`src/rtl/seg7_scan_mux.sv`:
```
`timescale 1ns/1ps
// seg7_scan_mux
//   Scans a DIGITS-wide hex value onto a common-anode seven-segment display.
//   The divided clock i_Scan_Clk is treated as asynchronous data: it is
//   synchronised, and each rising edge forms a one-cycle scan tick that
//   advances the displayed digit. New values are staged through a
//   load/pending handshake and committed only at frame boundaries, so a
//   frame never mixes old and new digits.
//
//   Optional feature: define SEG7_BLANK_LEADING_ZERO_EN to blank leading
//   zero digits (digit 0 is never blanked).
//
// Ports
//   i_Clk        system clock (only clock)
//   Reset_n      asynchronous active-low reset
//   i_Scan_Clk   divided scan clock, asynchronous data
//   i_Digits     4*DIGITS value, nibble k = digit k (digit 0 rightmost)
//   i_Load       one-cycle strobe, stage i_Digits
//   o_Pending    staged value awaiting commit
//   o_Anode      active-low digit enables (one-hot-low)
//   o_Seg        active-low segments {g,f,e,d,c,b,a}
//   o_Digit_Idx  index of the digit being driven

// Per-digit hex decoder, active-low gfedcba, with optional forced blank.
module seg7_digit_dec (
  input  logic [3:0] nib,
  input  logic       blank,
  output logic [6:0] seg
);
  always_comb begin
    seg = 7'h7F;
    if (!blank) begin
      case (nib)
        4'h0: seg = 7'h40;
        4'h1: seg = 7'h79;
        4'h2: seg = 7'h24;
        4'h3: seg = 7'h30;
        4'h4: seg = 7'h19;
        4'h5: seg = 7'h12;
        4'h6: seg = 7'h02;
        4'h7: seg = 7'h78;
        4'h8: seg = 7'h00;
        4'h9: seg = 7'h10;
        4'hA: seg = 7'h08;
        4'hB: seg = 7'h03;
        4'hC: seg = 7'h46;
        4'hD: seg = 7'h21;
        4'hE: seg = 7'h06;
        default: seg = 7'h0E;
      endcase
    end
  end
endmodule

module seg7_scan_mux #(
  parameter int DIGITS    = 4,
  parameter int IDX_WIDTH = 2
) (
  input  logic                  i_Clk,
  input  logic                  Reset_n,
  input  logic                  i_Scan_Clk,
  input  logic [4*DIGITS-1:0]   i_Digits,
  input  logic                  i_Load,
  output logic                  o_Pending,
  output logic [DIGITS-1:0]     o_Anode,
  output logic [6:0]            o_Seg,
  output logic [IDX_WIDTH-1:0]  o_Digit_Idx
);

  typedef enum logic {BLANK, SCAN} state_t;

  state_t                     state;
  logic                       s1, s2, s3;
  logic                       tick, wrap, boundary;
  logic [IDX_WIDTH-1:0]       idx, idx_nxt;
  logic [DIGITS-1:0][3:0]     shadow, staged, shadow_nxt;
  logic                       pending;
  logic [DIGITS-1:0]          blank;
  logic [DIGITS-1:0][6:0]     dec_seg;

  // Rising edge of the synchronised scan clock; falling edges are ignored.
  assign tick = s2 & ~s3;

  always_comb begin
    wrap     = (idx == IDX_WIDTH'(DIGITS-1));
    // The first BLANK->SCAN tick starts a frame, as does every wrap.
    boundary = tick & ((state == BLANK) | wrap);
    idx_nxt  = idx;
    if (tick && state == SCAN)
      idx_nxt = wrap ? '0 : idx + IDX_WIDTH'(1);
    // Decode from the post-commit shadow so digit 0 of a new frame
    // already shows the new value.
    shadow_nxt = (boundary && pending) ? staged : shadow;
  end

`ifdef SEG7_BLANK_LEADING_ZERO_EN
  // lz[k]: nibble k and everything above it are zero.
  logic [DIGITS:1] lz;
  assign lz[DIGITS] = 1'b1;
  assign blank[0]   = 1'b0;
  for (genvar k = 1; k < DIGITS; k++) begin : g_lz
    assign lz[k]    = (shadow_nxt[k] == 4'h0) & lz[k+1];
    assign blank[k] = lz[k];
  end
`else
  assign blank = '0;
`endif

  for (genvar k = 0; k < DIGITS; k++) begin : g_dec
    seg7_digit_dec u_dec (
      .nib   (shadow_nxt[k]),
      .blank (blank[k]),
      .seg   (dec_seg[k])
    );
  end

  assign o_Pending = pending;

  always_ff @(posedge i_Clk or negedge Reset_n) begin
    if (!Reset_n) begin
      s1          <= 1'b0;
      s2          <= 1'b0;
      s3          <= 1'b0;
      idx         <= '0;
      shadow      <= '0;
      staged      <= '0;
      pending     <= 1'b0;
      state       <= BLANK;
      o_Anode     <= '1;
      o_Seg       <= 7'h7F;
      o_Digit_Idx <= '0;
    end else begin
      s1 <= i_Scan_Clk;
      s2 <= s1;
      s3 <= s2;

      shadow <= shadow_nxt;

      // A load in the commit cycle restages and keeps pending set; the
      // commit itself used the old staged value above.
      if (i_Load) begin
        staged  <= i_Digits;
        pending <= 1'b1;
      end else if (boundary) begin
        pending <= 1'b0;
      end

      case (state)
        BLANK: begin
          if (tick) begin
            state       <= SCAN;
            idx         <= idx_nxt;
            o_Anode     <= ~(DIGITS'(1) << idx_nxt);
            o_Seg       <= dec_seg[idx_nxt];
            o_Digit_Idx <= idx_nxt;
          end
        end
        default: begin
          if (tick) begin
            idx         <= idx_nxt;
            o_Anode     <= ~(DIGITS'(1) << idx_nxt);
            o_Seg       <= dec_seg[idx_nxt];
            o_Digit_Idx <= idx_nxt;
          end
        end
      endcase
    end
  end

endmodule

```
`config.mk`:
```
export PLATFORM = sky130hd
export DESIGN_NAME = seg7_scan_mux
export DESIGN_NICKNAME = d
export VERILOG_FILES = /design/src/rtl/seg7_scan_mux.sv
export SDC_FILE = /design/constraint.sdc
export NUM_CORES = 1
export LEC_CHECK = 0
export BUFFER_PORTS_ARGS = -buffer_cell sky130_fd_sc_hd__buf_4
export CAP_MARGIN = 5
export CORE_MARGIN = 3
export CORE_UTILIZATION = 55
export DETAILED_ROUTE_END_ITERATION = 12
export GPL_TIMING_DRIVEN = 1
export PLACE_DENSITY = 0.89
export SLEW_MARGIN = 20
export SYNTH_ARGS = -nofsm -noshare
export SYNTH_HDL_FRONTEND = slang
export SYNTH_SLANG_ARGS = --single-unit
```
`constraint.sdc`:
```
create_clock -name i_Clk -period 3.14 [get_ports i_Clk]
set_input_delay 0.628 -clock i_Clk [delete_from_list [all_inputs] [get_ports i_Clk]]
set_output_delay 0.628 -clock i_Clk [all_outputs]
set_load 0.05 [all_outputs]
```
-- Word-level counts from Yosys, hierarchy flattened
Memories as Yosys holds them, arrays and structs flattened.
Index checks and enable logic that the tools add are counted.
W data, S select, Z words.
- bits in registers: 50
- bits in latches: 0
- bits in writable memories: 0
- ROM bits: 448
- memories: 4
- add/sub/neg operators: 1
- multipliers: 0
- divide/modulo/power cells: 0
- $lt $le $gt $ge: 1
- eq/ne operators: 1
- shift operators: 1
- multiplexer cells: 9
- bitwise logic cells: 6
- reductions and logical operators: 3
- memory list (name ; depth ; width ; read ports ; clocked after memory_dff ; wr ports ; RTL line ; RTL):
    (no name shown) ; 16 ; 7 ; 1 ; 0 ; 0 ; 33 ; case (nib)
    (no name shown) ; 16 ; 7 ; 1 ; 0 ; 0 ; 33 ;
    (no name shown) ; 16 ; 7 ; 1 ; 0 ; 0 ; 33 ;
    (no name shown) ; 16 ; 7 ; 1 ; 0 ; 0 ; 33 ;
- operators with widths (cell ; count):
    $mux W16 ; 1
    $bmux W7 S2 ; 1
    $mux W7 ; 1
    $mux W1 ; 4
    $mux W2 ; 2
    $not A4 Y4 ; 1
    $shl A1 B2 Y4 const A ; 1
    $lt A2 B3 Y1 const B ; 1
    $add A2 B1 Y2 const B ; 1
    $and A1 B1 Y1 ; 2
    $eq A2 B2 Y1 const B ; 1
    $logic_and A1 B1 Y1 ; 2
    $not A1 Y1 ; 2
    $reduce_bool A2 Y1 ; 1
    $or A1 B1 Y1 ; 1

-- Logic depth before layout (Yosys ltp)
Gate-level depths: netlist (run 1).
An unclocked memory read counts as a cell.
- depth after elaboration: 8
- depth in mapped cells: 15
- gate-level depth less buffers: 12

-- By module
Synthesis (run 1) repeated with hierarchy kept, for this count alone.
- cells, all modules: 319
- area, all modules: 3479.6 sq um
- modules (own cells, without submodules) (module ; instances ; cells each ; area each (sq um)):
    seg7_scan_mux ; 1 ; 179 ; 2287.2
    seg7_digit_dec at g_dec[0].u_dec ... ; 3 ; 35 ; 299.0
    seg7_digit_dec at g_dec[1].u_dec ; 1 ; 35 ; 295.3

-- Least setup slack after synthesis (run 1)
Ideal clock, no wire load.
- path type: register to register
- start point: reg idx[0]
- end point: reg o_Seg[3]
- data arrival time: 3.515 ns
- setup slack: -0.472 ns
- cell stages (with the launch flop): 16
- buffers on the path: 3
- cells stage by stage: dfrtp_1 > ha_1 > nand2b_1 > nand3_1 > buf_4 > buf_2 > buf_2 > mux2i_1 > inv_1 > ha_1 > nand2b_1 > a32o_1 > a22oi_1 > a211oi_1 > a2111oi_0 > o31ai_1
- longest elaborated chain between the ends: 8
- elaborated cells on any way between the ends: 14
- classes of those cells: 1 x add/sub; 1 x eq/ne; 5 x mux; 2 x bitwise; 1 x reduce/logical; 4 x memory
- ends and longest elaborated chain (item ; RTL line ; RTL):
    from (decl) ; 75 ; logic [IDX_WIDTH-1:0] idx, idx_nxt;
    from (signal assigned) ; 152 ; idx <= idx_nxt;
    from (signal assigned) ; 160 ; idx <= idx_nxt;
    $eq A2 B2 Y1 ; 85 ; wrap = (idx == IDX_WIDTH'(DIGITS-1));
    $or A1 B1 Y1 ; 87 ; boundary = tick & ((state == BLANK) | wrap);
    $and A1 B1 Y1 ; 87 ;
    $logic_and A1 B1 Y1 ; 93 ; shadow_nxt = (boundary && pending) ? staged : shadow;
    $mux W16 ; 93 ;
    net g_dec[3].u_dec.nib[1] ; 26 ; input logic [3:0] nib,
    $mem_v2 Z16 W7 ; -- ;
    $bmux W7 S2 ; 154, 162 ;
    $mux W7 (implied by the code) ; 154, 162 ;
    to (signal assigned) ; 154 ; o_Seg <= dec_seg[idx_nxt];
    to (signal assigned) ; 162 ; o_Seg <= dec_seg[idx_nxt];
    to (decl) ; 66 ; output logic [6:0] o_Seg,
The timed path passes the listed nets, and every way through them passes these cells. The select of a mux whose other input is x is not followed.
A chain may end at the register's enable or synchronous reset.

-- Worst setup path in the final report (run 1)
- start point: reg idx[0]
- end point: reg o_Seg[0]
- longest elaborated chain between the ends: 8
- elaborated cells on any way between the ends: 14
- classes of those cells: 1 x add/sub; 1 x eq/ne; 5 x mux; 2 x bitwise; 1 x reduce/logical; 4 x memory
- ends and longest elaborated chain (item ; RTL line):
    $eq A2 B2 Y1 ; 85
    $or A1 B1 Y1 ; 87
    $and A1 B1 Y1 ; 87
    $logic_and A1 B1 Y1 ; 93
    $mux W16 ; 93
    net g_dec[2].u_dec.nib[0] ; 26
    $mem_v2 Z16 W7 ; --
    $bmux W7 S2 ; 154, 162
    $mux W7 (implied by the code) ; 154, 162
The timed path passes the listed nets, and every way through them passes these cells. The select of a mux whose other input is x is not followed.

==> results of run 1 <==
-- cells by family (layout without fill, tap and decap cells) --
logic type,Yosys count,count (layout),synth area share
and+or+nand+nor,128,129,0.178
DFF,50,50,0.338
adders and majority gates,24,24,0.0801
buffers and inverters,53,83,0.0568
xor gates and xnor gates,5,5,0.0117
muxes,44,44,0.129
AOI/OAI and AO/OA,109,109,0.206
-- timing repair --
item | CTS | global route
hold buffers | 0 | 0
buffers inserted | 0 | 4
resized for setup | 2 | 3
setup endpoints to repair | 2 | 3
cloned | 0 | 1
pin swaps | 0 | 2
-- path summary, 6_finish.rpt --
kind / endpoint / slack (ns) / from
worst max-delay path: o_Seg[0]$_DFFE_PN1P_ / 0.08 / idx[0]$_DFFE_PN0P_
worst min-delay path: o_Pending$_DFFE_PN0P_ / 0.35 / Reset_n
worst max register to register: o_Seg[0]$_DFFE_PN1P_ / 0.08 / idx[0]$_DFFE_PN0P_
worst min register to register: s2$_DFF_PN0_ / 0.37 / s1$_DFF_PN0_
max in group asynchronous: idx[1]$_DFFE_PN0P_ / 2.35 / Reset_n
min in group i_Clk: s2$_DFF_PN0_ / 0.37 / s1$_DFF_PN0_
-- layout make-up --
type / count / area, um^2 / area share
Multi-Input combinational cell: 311 / 2370 / 0.552
Sequential cell: 50 / 1270 / 0.296
Timing Repair Buffer: 52 / 390 / 0.0910
Tap cell: 77 / 96.3 / 0.0225
Inverter: 23 / 86.3 / 0.0201
Clock buffer: 8 / 80.1 / 0.0187
-- synthesized netlist by cell type, drive strengths merged (2+ instances only) --
master	count	area (um^2)
a31oi	12	75.1
ha	24	300
inv	23	86.3
a211oi	2	15.0
a21o	2	15.0
xnor2	5	43.8
clkbuf	20	75.1
o221ai	5	43.8
a21boi	2	15.0
dfrtp	39	976
nor2	28	105
o2111ai	2	17.5
or2	2	12.5
nor2b	7	43.8
nor3b	2	15.0
o22ai	2	12.5
nand2b	14	87.6
nor3	15	75.1
nand2	20	75.1
a32o	2	20.0
o21bai	3	22.5
buf	10	51.3
o31ai	10	80.1
a2bb2oi	2	17.5
o21a	3	22.5
nand3	10	50.1
and2	4	25.0
o21ai	17	85.1
or4	2	15.0
dfstp	11	289
o211ai	9	67.6
a22oi	2	15.0
a2111oi	4	35.0
mux2i	22	236
a41o	2	20.0
a21oi	15	75.1
nor4	6	37.5
o311ai	3	26.3
and3	2	12.5
mux2	22	248
nand4	8	50.1
nand3b	3	26.3
or3	2	12.5
-- through the flow --
step	hold slack, ns	TNS (ns)	total power (W)	setup slack (ns)
after floorplan	0.331	0	0.00297	0.0144
after global placement	0.353	0	0.00359	0.147
after detailed placement	0.338	-0.127	0.00368	-0.107
after CTS	0.369	0	0.00407	0.0356
after global routing	0.383	-0.0161	0.00443	-0.0161
final	0.349	0	0.00418	0.0753
-- sequential cells by signal (all words and copies together), names as in the netlist, 2 cells and up --
register,count
staged,16
idx,2
o_Seg,7
o_Anode,4
shadow,16
-- placed cells by master (no fill, tap or decap), types with 8 or more instances in the layout --
| cell | instances |
|---|---|
| buf_4 | 52 |
| mux2i_1 | 16 |
| dfrtp_1 | 37 |
| mux2_2 | 22 |
| nand2_1 | 20 |
| a21oi_1 | 15 |
| a31oi_1 | 12 |
| o211ai_1 | 9 |
| o21ai_0 | 17 |
| nand2b_1 | 13 |
| nor2_1 | 28 |
| inv_1 | 21 |
| ha_1 | 23 |
| nand4_1 | 8 |
| nor3_1 | 14 |
| nand3_1 | 9 |
| o31ai_1 | 9 |
| dfstp_2 | 11 |
-- critical path: stages (launching register included) --
cell,delay [ns]
dfrtp_2,0.47
ha_4,0.18
nand2b_2,0.22
nand3_4,0.19
mux2i_4,0.33
inv_1,0.13
ha_1,0.27
or4_1,0.53
o311ai_1,0.11
a221oi_1,0.12
or4_1,0.43
-- power breakdown --
group / internal (W) / switching, W / total [W]
Combinational: 0.00104 / 0.00158 / 0.00261
Sequential: 0.000893 / 0.000295 / 0.00119
Clock: 0.000159 / 0.000214 / 0.000373
Total: 0.00209 / 0.00209 / 0.00418
-- per-layer routing --
metal | vias up | routed length, um
met4 | 0 | 329
met2 | 209 | 4710
li1 | 1588 | -
met3 | 39 | 967
met1 | 1691 | 4410
met5 | - | 0
==> tab_implementation.tex, run 1 <==
\begin{tabular}{lr}
\hline
Metric & Value \\
\hline
\multicolumn{2}{l}{\textbf{Global routing}} \\
Overflow left after global routing & 0 \\
Top Usage Layer GRT & met2 \\
Pin count of the biggest net entering global routing & 51 \\
Antenna violations before repair & 0 \\
Wire length of the first global-routing pass & 16700 um \\
Vias in the first global route & 3395 \\
GR met1 Demand/Resource & 0.376 \\
GRT Resource Usage Total & 0.271 \\
Met2 routing resource usage after global routing & 0.421 \\
Met3 Use GR & 0.0531 \\
\multicolumn{2}{l}{\textbf{Clock network}} \\
Clock tree root buffer cell & clkbuf\_8 \\
Clk\_lat worst skew & 0.30 ns \\
TritonCTS clock tree & yes \\
Deepest clock path buffer count & 2 \\
CTS buffer count & 5 \\
Clock slew at the register clock pins of the worst setup and hold paths & 0.09 ns \\
Sink count of the clock tree & 50 \\
H-tree lvl count & 2 \\
\multicolumn{2}{l}{\textbf{STA}} \\
Clock skew & 0.00558 ns \\
Total of endpoints with negative setup slack in the final report & 0 \\
Relative max-transition margin & 0.548 \\
Final number of hold-violating endpoints & 0 \\
Slew at the pin closest to its max-slew limit & 0.661 ns \\
Max frequency & 326 MHz \\
Final period util & 0.976 \\
Number of pins exceeding their max-slew limit in the final report & 0 \\
Period minus WS final & 3.06 ns \\
\multicolumn{2}{l}{\textbf{Critical path}} \\
Nature of the critical path endpoint & flop \\
Type of origin of the critical path & flop \\
Maximum fanout count along the critical path & 5 \\
Kind of critical path & flop to flop \\
Critical Path AT & 3.28 ns \\
Crit path required time & 3.35 ns \\
R2R depth & 10 \\
\multicolumn{2}{l}{\textbf{Placement}} \\
Buffers added on ports & 33 \\
DP HPWL & 7410 um \\
Standard cell area after detailed placement & 4150 um\^{}2 \\
Cell count after placement & 508 \\
Routability-driven placement congestion ratio & 0.997 \\
\multicolumn{2}{l}{\textbf{Synthesis}} \\
Syn nets & 457 \\
Post-synth design cell area & 3750 um\^{}2 \\
Post-synth top flop & dfrtp\_1 \\
Yosys warning total & 0 \\
Mean instance size in the synthesized netlist & 9.07 um\^{}2 \\
Number of flops mapped to enable cells by yosys & 0 \\
Number of different library cells in the post-synthesis netlist & 64 \\
Flip-flop and latch count after synthesis & 50 \\
Synthesized netlist cell count & 413 \\
Share of synthesized flip-flops with an asynchronous set or reset & 1.00 \\
Part of the Yosys area used for sequential elements & 0.338 \\
\multicolumn{2}{l}{\textbf{Die}} \\
Initial core utilization & 0.580 \\
Die area & 7840 um\^{}2 \\
Height of the chip & 88.5 um \\
Total I/O pin count & 34 \\
Core Box Area & 6460 um\^{}2 \\
Row cnt & 29 \\
Die Wd & 88.5 um \\
\multicolumn{2}{l}{\textbf{Power}} \\
Power density cells & 973 nW/um\^{}2 \\
Maximum ir drop on the vdd rail & 0.464 mV \\
Static Leak & 1.87 nW \\
\multicolumn{2}{l}{\textbf{Min path}} \\
Min-Delay Path Class & input port to async pin \\
\multicolumn{2}{l}{\textbf{Drt}} \\
DR pass1 iterations & 5 \\
Vias & 3527 \\
Number of DRC violations after detailed-routing iteration 0 & 514 \\
Final routed wirelength across all metal layers & 10400 um \\
Avg Vias per Cell & 6.77 \\
DRC violation count after routing & 0 \\
Average wire per cell in the routed design & 20.0 um \\
ANT nets after route & 0 \\
\multicolumn{2}{l}{\textbf{Finish}} \\
Net count, final & 487 \\
Area growth from synthesis to layout & 14.5\% \\
Post-route core utilization & 0.664 \\
Number of filler instances in the final layout & 516 \\
Area of all placed cells without fillers & 4290 um\^{}2 \\
Fraction of final layout cells with drive strength greater than 1 & 0.257 \\
Post-route non-filler standard cell count & 521 \\
Diodes inserted & 0 \\
\multicolumn{2}{l}{\textbf{Job}} \\
Max-capacitance violation count & 0 \\
\multicolumn{2}{l}{\textbf{Status}} \\
Result of the run & finished clean \\
\hline
\end{tabular}
Power figures use the tool's default switching activity.
==> run 2, diff against run 1 <==
--- a/config.mk
+++ b/config.mk
@@ -6,5 +6,5 @@
 export NUM_CORES = 1
 export LEC_CHECK = 0
-export BUFFER_PORTS_ARGS = -buffer_cell sky130_fd_sc_hd__buf_4
+export BUFFER_PORTS_ARGS = -buffer_cell sky130_fd_sc_hd__buf_2
 export CAP_MARGIN = 5
 export CORE_MARGIN = 3
@@ -13,4 +13,5 @@
 export GPL_TIMING_DRIVEN = 1
 export PLACE_DENSITY = 0.89
+export RECOVER_POWER = 25
 export SLEW_MARGIN = 20
 export SYNTH_ARGS = -nofsm -noshare
==> constraint.sdc (replaced) <==
create_clock -name i_Clk -period 3.14 [get_ports i_Clk]
set_input_delay 0.314 -clock i_Clk [delete_from_list [all_inputs] [get_ports i_Clk]]
set_output_delay 0.314 -clock i_Clk [all_outputs]
set_load 0.05 [all_outputs]
==> run 2 against run 1 <==
- the flow now finishes with violations (max-capacitance violations, max-slew violations)
- worst setup slack gained 0.053 ns
- clock power is 8.0% higher
- via count is 1.2% lower
- sequential share of layout area is 0.44 points higher
- non-clock buffer count increased by 3
- core utilization shrank 0.97 points
- die area stayed put
- critical path depth did not move
- critical path type unchanged
- highest routed layer unchanged
==> tab_implementation.tex, run 2 (synthesis gave the netlist of run 1 again) <==
\begin{tabular}{lr}
\hline
Metric & Value \\
\hline
\multicolumn{2}{l}{\textbf{STA}} \\
Period minus WS final & 3.01 ns \\
Clock skew & 0.0132 ns \\
Final number of hold-violating endpoints & 0 \\
Relative max-transition margin & -0.105 \\
Max frequency & 332 MHz \\
Slew at the pin closest to its max-slew limit & 1.66 ns \\
Total of endpoints with negative setup slack in the final report & 0 \\
Final period util & 0.959 \\
Tightest hold margin & 0.0878 ns \\
Number of pins exceeding their max-slew limit in the final report & 30 \\
\multicolumn{2}{l}{\textbf{Status}} \\
Result of the run & finished with violations \\
Violations in the final reports & max-capacitance violations, max-slew violations \\
\multicolumn{2}{l}{\textbf{Finish}} \\
Most frequent cells in the layout & 37 x dfrtp\_1, 32 x buf\_2, 28 x nor2\_1 \\
Most common cell after layout, fill and taps aside & dfrtp\_1 \\
Fraction of final layout cells with drive strength greater than 1 & 0.262 \\
Post-route core utilization & 0.654 \\
Post-route non-filler standard cell count & 523 \\
Area growth from synthesis to layout & 12.8\% \\
Multi-input logic area & 2360 um\^{}2 \\
Largest registers & shadow x16, staged x16, o\_Seg x7 \\
Number of filler instances in the final layout & 514 \\
Net count, final & 489 \\
Area occupied by registers & 1270 um\^{}2 \\
Diodes inserted & 0 \\
\multicolumn{2}{l}{\textbf{Placement}} \\
Buffers added on ports & 33 \\
DP HPWL & 7400 um \\
Cell count after placement & 509 \\
Routability-driven placement congestion ratio & 1.00 \\
\multicolumn{2}{l}{\textbf{Critical path}} \\
Maximum fanout count along the critical path & 7 \\
Type of origin of the critical path & flop \\
Kind of critical path & flop to flop \\
Nature of the critical path endpoint & flop \\
Critical Path AT & 3.26 ns \\
Most used cell along the critical path & or4\_1 \\
Cell Chain, Critical Path & ha\_4 -> nand2b\_1 -> nand3\_4 -> mux2i\_4 -> inv\_1 -> ha\_2 -> or4\_1 -> o311ai\_1 -> a221oi\_1 -> or4\_1 \\
Slowest stage delay, CP & 0.52 ns \\
Critical-path cell with the highest stage delay & or4\_1 \\
Crit path required time & 3.39 ns \\
Cell family with most CP delay & simple AND/OR/NAND/NOR gates \\
CP bufs+invs & 1 \\
\multicolumn{2}{l}{\textbf{Global routing}} \\
Vias in the first global route & 3231 \\
Antenna violations before repair & 0 \\
GR met1 Demand/Resource & 0.381 \\
Met3 Use GR & 0.0382 \\
GRT Resource Usage Total & 0.276 \\
Pin count of the biggest net entering global routing & 30 \\
Met2 routing resource usage after global routing & 0.455 \\
Wire length of the first global-routing pass & 16800 um \\
Overflow left after global routing & 0 \\
Top Usage Layer GRT & met2 \\
\multicolumn{2}{l}{\textbf{Die}} \\
Height of the chip & 88.5 um \\
Core Box Area & 6460 um\^{}2 \\
Die Wd & 88.5 um \\
Initial core utilization & 0.580 \\
Row cnt & 29 \\
Die area & 7840 um\^{}2 \\
Total I/O pin count & 34 \\
\multicolumn{2}{l}{\textbf{Clock network}} \\
TritonCTS clock tree & yes \\
Clock slew at the register clock pins of the worst setup and hold paths & 0.11 ns \\
H-tree lvl count & 2 \\
CTS buffer count & 5 \\
Sink count of the clock tree & 50 \\
Deepest clock path buffer count & 2 \\
Count of hold-fix buffers inserted at cts & 0 \\
Clk\_lat worst skew & 0.32 ns \\
Clock tree root buffer cell & clkbuf\_8 \\
\multicolumn{2}{l}{\textbf{Power}} \\
Part of the total power dissipated in the clock network & 0.097 \\
Sw Share & 0.507 \\
Switching power & 0.00211 W \\
Power share of the combinational group & 0.618 \\
Static Leak & 1.86 nW \\
Total internal power & 0.00205 W \\
Maximum ir drop on the vdd rail & 0.465 mV \\
Register share of total power & 0.285 \\
Power density cells & 985 nW/um\^{}2 \\
\multicolumn{2}{l}{\textbf{Drt}} \\
DRC violation count after routing & 0 \\
ANT nets after route & 0 \\
Number of DRC violations after detailed-routing iteration 0 & 479 \\
Final routed wirelength across all metal layers & 10400 um \\
DR pass1 iterations & 5 \\
Vias & 3486 \\
Average wire per cell in the routed design & 19.9 um \\
Avg Vias per Cell & 6.67 \\
\multicolumn{2}{l}{\textbf{Min path}} \\
Min-Delay Path Class & input port to flop \\
\multicolumn{2}{l}{\textbf{Job}} \\
Max-capacitance violation count & 1 \\
\hline
\end{tabular}
## run 2: layer usage
| layer | vias up | wire length [um] |
|---|---|---|
| li1 | 1587 | - |
| met1 | 1649 | 4280 |
| met2 | 213 | 4920 |
| met5 | - | 0 |
| met3 | 37 | 923 |
| met4 | 0 | 280 |
## run 2: area by class of cell
class | instances | area share
inverters | 23 | 0.0204
repair buffers | 55 | 0.0779
well taps | 77 | 0.0228
clock buffers | 5 | 0.0163
clock inverters | 3 | 0.00503
multi-input cells | 310 | 0.558
flip-flops and latches | 50 | 0.300
## run 2: power groups by stage
stage / logic, W / registers (W) / clock network (W)
global route: 0.00278 / 0.00121 / 0.000432
floorplan: 0.00163 / 0.00135 / 0
global placement: 0.00238 / 0.00117 / 0
detailed placement: 0.00244 / 0.00119 / 0
finish: 0.00257 / 0.00119 / 0.000403
CTS: 0.00247 / 0.00118 / 0.000402
## run 2: worst paths after layout
check,from,to,slack [ns],depth (start not counted)
max,idx[0]$_DFFE_PN0P_,o_Seg[0]$_DFFE_PN1P_,0.13,10
min,i_Scan_Clk,s1$_DFF_PN0_,0.09,1
max reg2reg,idx[0]$_DFFE_PN0P_,o_Seg[0]$_DFFE_PN1P_,0.13,10
min reg2reg,s1$_DFF_PN0_,s2$_DFF_PN0_,0.38,0
max in group asynchronous,Reset_n,o_Seg[6]$_DFFE_PN1P_,1.58,2
min in group asynchronous,Reset_n,state$_DFF_PN0_,0.40,1
## run 2: repair_timing
item / CTS / global route
endpoints found under the setup margin: 1 / 2
gates resized for setup: 1 / 2
gates cloned: 0 / 0
pin swaps: 0 / 1
setup buffers: 0 / 6
hold endpoints to repair: 0 / 0
## run 2: stage by stage
stage | area (um^2) | setup slack (ns) | power, W | setup TNS (ns)
finish | 4230 | 0.128 | 0.00416 | 0
detailed placement | 4080 | -0.0245 | 0.00363 | -0.0245
global route | 4230 | -0.0204 | 0.00442 | -0.0204
floorplan | 3830 | 0.0144 | 0.00297 | 0
global placement | 4080 | 0.128 | 0.00355 | 0
CTS | 4180 | 0.0186 | 0.00404 | 0
